### src/rtl/pixel_burst_gen.sv
// Pixel-to-XRGB8888 burst former: turns 8x8 decoder blocks into one clipped
// address request per visible block row followed by that row's data words.
module pixel_burst_gen #(
  parameter logic [7:0] ALPHA = 8'hFF
) (
  input  logic        clk,
  input  logic        rst_n,
  input  logic        flush_i,
  output logic        idle_o,
  input  logic [31:0] cfg_base_i,
  input  logic [31:0] cfg_stride_i,
  input  logic [15:0] cfg_width_i,
  input  logic [15:0] cfg_height_i,
  input  logic        pix_valid_i,
  output logic        pix_ready_o,
  input  logic [15:0] pix_bx_i,
  input  logic [15:0] pix_by_i,
  input  logic [23:0] pix_rgb_i,
  output logic        addr_valid_o,
  input  logic        addr_ready_i,
  output logic [31:0] addr_o,
  output logic [2:0]  len_o,
  output logic        data_valid_o,
  input  logic        data_ready_i,
  output logic [31:0] data_o
);

  typedef enum logic [1:0] {
    IDLE = 2'd0,
    CALC = 2'd1,
    ADDR = 2'd2,
    DATA = 2'd3
  } state_t;

  state_t      state_q, state_d;
  logic [15:0] bx_q, bx_d;
  logic [15:0] by_q, by_d;
  logic [31:0] row_addr_q, row_addr_d;
  logic [2:0]  row_q, row_d;
  logic [2:0]  col_q, col_d;
  logic [3:0]  vis_q, vis_d;

  logic [15:0] span_s;
  logic [3:0]  vis_calc_s;
  logic [31:0] row_off_s;
  logic        row0_vis_s;
  logic        row_vis_s;
  logic        next_row_vis_s;
  logic        in_span_s;
  logic        xfer_s;

  // Block geometry: visible columns and row visibility (17-bit compares so by+row never wraps)
  always_comb begin
    span_s     = cfg_width_i - bx_q;
    row_off_s  = {16'd0, by_q} * cfg_stride_i;
    if (bx_q >= cfg_width_i) begin
      vis_calc_s = 4'd0;
    end else if (span_s >= 16'd8) begin
      vis_calc_s = 4'd8;
    end else begin
      vis_calc_s = span_s[3:0];
    end
    row0_vis_s     = (vis_calc_s != 4'd0) && ({1'b0, by_q} < {1'b0, cfg_height_i});
    row_vis_s      = (vis_q != 4'd0) &&
                     (({1'b0, by_q} + {14'd0, row_q}) < {1'b0, cfg_height_i});
    next_row_vis_s = (vis_q != 4'd0) &&
                     (({1'b0, by_q} + {14'd0, row_q} + 17'd1) < {1'b0, cfg_height_i});
    in_span_s      = row_vis_s && ({1'b0, col_q} < vis_q);
  end

  // Next-state and handshake outputs
  always_comb begin
    state_d      = state_q;
    bx_d         = bx_q;
    by_d         = by_q;
    row_addr_d   = row_addr_q;
    row_d        = row_q;
    col_d        = col_q;
    vis_d        = vis_q;
    pix_ready_o  = 1'b0;
    addr_valid_o = 1'b0;
    data_valid_o = 1'b0;
    xfer_s       = 1'b0;
    case (state_q)
      IDLE: begin
        if (pix_valid_i) begin
          bx_d    = pix_bx_i & 16'hFFF8;
          by_d    = pix_by_i & 16'hFFF8;
          state_d = CALC;
        end else begin
          state_d = IDLE;
        end
      end
      CALC: begin
        row_addr_d = cfg_base_i + row_off_s + {14'd0, bx_q, 2'b00};
        row_d      = 3'd0;
        col_d      = 3'd0;
        vis_d      = vis_calc_s;
        state_d    = row0_vis_s ? ADDR : DATA;
      end
      ADDR: begin
        addr_valid_o = 1'b1;
        if (addr_ready_i) begin
          state_d = DATA;
        end else begin
          state_d = ADDR;
        end
      end
      DATA: begin
        // Columns beyond the image edge (or whole invisible rows) drain unconditionally
        if (in_span_s) begin
          data_valid_o = pix_valid_i;
          pix_ready_o  = data_ready_i;
          xfer_s       = pix_valid_i && data_ready_i;
        end else begin
          pix_ready_o  = 1'b1;
          xfer_s       = pix_valid_i;
        end
        if (xfer_s) begin
          if (col_q == 3'd7) begin
            col_d      = 3'd0;
            row_d      = row_q + 3'd1;
            row_addr_d = row_addr_q + cfg_stride_i;
            if (row_q == 3'd7) begin
              state_d = IDLE;
            end else if (next_row_vis_s) begin
              state_d = ADDR;
            end else begin
              state_d = DATA;
            end
          end else begin
            col_d = col_q + 3'd1;
          end
        end else begin
          state_d = DATA;
        end
      end
      default: begin
        state_d = IDLE;
      end
    endcase
  end

  // State register; flush clears everything exactly like reset
  always_ff @(posedge clk) begin
    if (!rst_n || flush_i) begin
      state_q    <= IDLE;
      bx_q       <= 16'd0;
      by_q       <= 16'd0;
      row_addr_q <= 32'd0;
      row_q      <= 3'd0;
      col_q      <= 3'd0;
      vis_q      <= 4'd0;
    end else begin
      state_q    <= state_d;
      bx_q       <= bx_d;
      by_q       <= by_d;
      row_addr_q <= row_addr_d;
      row_q      <= row_d;
      col_q      <= col_d;
      vis_q      <= vis_d;
    end
  end

  assign idle_o = (state_q == IDLE);
  assign addr_o = row_addr_q;
  assign len_o  = vis_q[2:0] - 3'd1;
  assign data_o = {ALPHA, pix_rgb_i};

endmodule

### config.mk
export PLATFORM = sky130hd
export DESIGN_NAME = pixel_burst_gen
export DESIGN_NICKNAME = d
export VERILOG_FILES = /design/src/rtl/pixel_burst_gen.sv
export SDC_FILE = /design/constraint.sdc
export NUM_CORES = 1
export LEC_CHECK = 0
export ABC_AREA = 1
export CAP_MARGIN = 20
export CELL_PAD_IN_SITES_DETAIL_PLACEMENT = 1
export CELL_PAD_IN_SITES_GLOBAL_PLACEMENT = 2
export CORE_MARGIN = 3
export CORE_UTILIZATION = 29
export CTS_CLUSTER_SIZE = 40
export DETAILED_ROUTE_END_ITERATION = 16
export GPL_TIMING_DRIVEN = 1
export HOLD_SLACK_MARGIN = 0.15
export PLACE_DENSITY_LB_ADDON = 0.08
export SYNTH_ARGS = -nofsm -noshare
export SYNTH_HDL_FRONTEND = slang
export SYNTH_SLANG_ARGS = --single-unit
### constraint.sdc
create_clock -name clk -period 7.88 [get_ports clk]
set_input_delay 1.182 -clock clk [delete_from_list [all_inputs] [get_ports clk]]
set_output_delay 1.182 -clock clk [all_outputs]
set_load 0.005 [all_outputs]
==> results.json <==
{
  "clockPowerShare": 0.089,
  "avgSynthCellArea_um2": 6.83,
  "path_clk_slew_ps": 60,
  "seqPwrFrac": 0.079,
  "end_kind": "flip-flop",
  "synth_ff_type": "dfxtp_1",
  "post-place-ws_ps": -1040,
  "avgViaCountPerCell": 4.70,
  "hp-class": "flip-flop to flip-flop",
  "die_w_um": 254,
  "grt_pass1_vias": 19400,
  "ys_types": 47,
  "whs_endpoint": "col_q[0]$_SDFFE_PP0P_",
  "r2r_slack_ps": 600,
  "grt_antenna_before_repair": 1,
  "ys_async_sr_fraction": 0,
  "ir_drop_mv": 0.280,
  "netlist_instances": 2615,
  "max_freq_mhz": 132,
  "timing.final.crit_share": 0.964,
  "io_pins": 229,
  "nets": 3525,
  "p_int_uw": 2570,
  "yosysWarnings": 0,
  "syn_to_final_growth_pct": 31.8,
  "cts_root_buf": "clkbuf_16",
  "relSlewSlack": 0.398,
  "r2r_end": "addr_o[20]$_SDFFE_PP0P_",
  "ant_nets": 0,
  "drtIter0Drc": 621,
  "dp_hpwl_mm": 59.0,
  "slowest_delay_ps": 570,
  "coreArea_um2": 60600,
  "tritoncts": "done",
  "antenna_cells": 0,
  "syn_area_um2": 17900,
  "min-delay-start": "col_q[0]$_SDFFE_PP0P_",
  "hold_violations": 0,
  "switching_share": 0.485,
  "cts_buffer_depth": 2,
  "yosysSeqAreaShare": 0.0785,
  "utilization": 0.388,
  "slew_violations": 0,
  "via_count": 17600,
  "crit_type": "primary input to flip-flop",
  "grt_pass1_wl_mm": 109,
  "wl_per_cell_um": 18.5,
  "place.gp.congestion": 0.866,
  "grt_max_degree": 56,
  "p_switching_uw": 2420,
  "cap_violations": 0,
  "power.leakage_uw": 0.0124,
  "critPathMaxFanout": 6,
  "synth_edf_count": 0,
  "rows": 90,
  "setup_ws_ps": 285,
  "drcViolationCount": 0,
  "dieArea_um2": 64600,
  "hold_path_depth": 2,
  "die_h_um": 254,
  "dr.pass1.iters": 5,
  "grt_use_total": 0.219,
  "routed_wl_mm": 69.2,
  "finalSetupViolations": 0,
  "skew_ps": 11.4,
  "pwr-share-comb": 0.832,
  "ys_ff_latch": 70,
  "timing.rr.start": "by_q[9]$_SDFFE_PP0P_",
  "grt_overflow": 0,
  "initial_core_util": 0.295,
  "status": "finished, final reports clean",
  "drive_above_1_share": 0.170,
  "h-tree-depth": 3,
  "numPortBuffers": 166,
  "max_slew.worst_pin.slew_ps": 901,
  "required_ps": 8140,
  "cts.sinks": 70,
  "rr_worst_depth": 29,
  "power.density_nw_per_um2": 212,
  "finalCriticalPeriod_ps": 7590,
  "cp.arrival_ps": 7860,
  "clock_latency_ps": 380,
  "critPathLaunchType": "primary input",
  "cts_made_buffers": 9,
  "critPathSlowestCell": "fa_1"
}
[cell families after synthesis]
logic type               share of synthesized area
buffers and inverters                        0.161
adder cells (fa/ha/maj)                      0.390
other                                     0.000210
XOR/XNOR                                    0.0338
AND/OR/NAND/NOR                              0.213
flip-flops                                  0.0785
AO/OA/AOI/OAI                                0.123
[stage by stage]
stage	total power (µW)	std cells	setup TNS, ps	hold WS (ps)	area (µm²)
3_5_place_dp	3630	3705	-13910	482	21900
3_3_place_gp	3580	3704	-12820	472	21900
6_report	4990	3741	0	502	23500
4_1_cts	4360	3727	0	493	22600
5_1_grt	5430	3741	-234	520	23500
2_1_floorplan	1990	2622	0	455	17900
[Yosys cell counts (2+ instances only)]
cell | instances | area share
nor3_1 | 17 | 0.0048
o21bai_1 | 18 | 0.0076
fa_1 | 240 | 0.27
buf_2 | 11 | 0.0031
nor2_2 | 3 | 0.0011
ha_1 | 173 | 0.12
inv_1 | 611 | 0.13
o31ai_1 | 2 | 0.00084
a21oi_2 | 2 | 0.00098
clkbuf_1 | 59 | 0.012
o21ai_0 | 137 | 0.038
a21boi_0 | 5 | 0.0021
o211ai_1 | 6 | 0.0025
nand3_1 | 96 | 0.027
nand3b_1 | 4 | 0.0017
nand2_1 | 648 | 0.14
a211oi_1 | 5 | 0.0021
nor4_1 | 7 | 0.0025
xnor2_1 | 29 | 0.014
xor2_1 | 40 | 0.020
a31oi_1 | 7 | 0.0025
o21a_1 | 6 | 0.0025
a21oi_1 | 199 | 0.056
a21o_1 | 11 | 0.0046
buf_4 | 34 | 0.014
nor3_2 | 2 | 0.0011
nor2_1 | 121 | 0.025
nand4_1 | 22 | 0.0077
dfxtp_1 | 70 | 0.078
buf_1 | 7 | 0.0015
nor3b_1 | 2 | 0.00084
buf_6 | 2 | 0.0013
or2_2 | 5 | 0.0018
[cells in the final DEF (no fill, tap or decap), drive strengths merged, types with 7 or more instances in the layout]
cell           synthesis  routed
o21ai                140     140
xnor2                 29      29
nor3                  19      19
o21bai                18      18
dfxtp                 70      70
ha                   173     173
fa                   240     240
nor4                   7       7
nand4                 22      22
xor2                  40      40
clkdlybuf4s50          0     149
nand3                 97      97
a31oi                  7       7
nor2                 125     125
a21o                  11      11
a21oi                201     201
conb                   1       8
clkbuf                59      18
buf                   54     269
nand2                650     650
inv                  612     613
[sequential cells by signal, summed over array words and instances (netlist names)]
register	flops
vis_q	4
addr_o	32
state_q	2
row_q	3
col_q	3
by_q	13
bx_q	13
[final cells by class]
cell class | count | area (µm²)
Clock buffer | 10 | 229
Fill cell | 7477 | 37100
Sequential cell | 70 | 1400
Tap cell | 782 | 978
Clock inverter | 6 | 70.1
Multi-Input combinational cell | 1827 | 14800
Inverter | 612 | 2300
Timing Repair Buffer | 434 | 3780
[power groups by stage]
| stage | clock [µW] | combinational (µW) | sequential, µW |
|---|---|---|---|
| after floorplan | 0 | 1600 | 388 |
| after global placement | 0 | 3180 | 401 |
| after detailed placement | 0 | 3220 | 401 |
| after CTS | 464 | 3500 | 393 |
| after global routing | 476 | 4550 | 395 |
| final | 446 | 4150 | 392 |
[timing repair]
| item | 4_1_cts | 5_1_grt |
|---|---|---|
| buffers inserted | 6 | 16 |
| hold buffers | 0 | 0 |
| pin swaps | 21 | 102 |
| setup endpoints to repair | 18 | 18 |
| gates resized for setup | 102 | 205 |
| cloned | 0 | 0 |
[worst max-delay path, delay by kind of cell]
kind / cells / cell delay, ps
XOR/XNOR: 1 / 140
AND/OR/NAND/NOR: 3 / 350
AO/OA/AOI/OAI: 8 / 1090
buffers and inverters: 10 / 1540
adder cells (fa/ha/maj): 8 / 3510
[per-layer routing]
layer  routed length (µm)  GRT usage  vias up  share of wire
li1                     -          -     8609              -
met3                 1600     0.0224       52          0.023
met2                33000      0.371      195           0.48
met5                   13          0        -        0.00019
met1                33500      0.303     8732           0.48
met4                 1070     0.0441        2          0.015
[how the worst max path moves through the flow]
stage / depth (start not counted) / slack (ps) / endpoint / from
2_1_floorplan: 33 / 460 / addr_o[25]$_SDFFE_PP0P_ / cfg_stride_i[5]
3_3_place_gp: 32 / -970 / addr_o[24]$_SDFFE_PP0P_ / cfg_stride_i[5]
4_1_cts: 35 / 10 / addr_o[21]$_SDFFE_PP0P_ / cfg_stride_i[7]
6_report: 30 / 290 / addr_o[29]$_SDFFE_PP0P_ / cfg_stride_i[16]
5_1_grt: 29 / -60 / addr_o[30]$_SDFFE_PP0P_ / cfg_stride_i[18]
3_5_place_dp: 33 / -1040 / addr_o[24]$_SDFFE_PP0P_ / cfg_stride_i[5]
(Power assumes the default switching activity.)
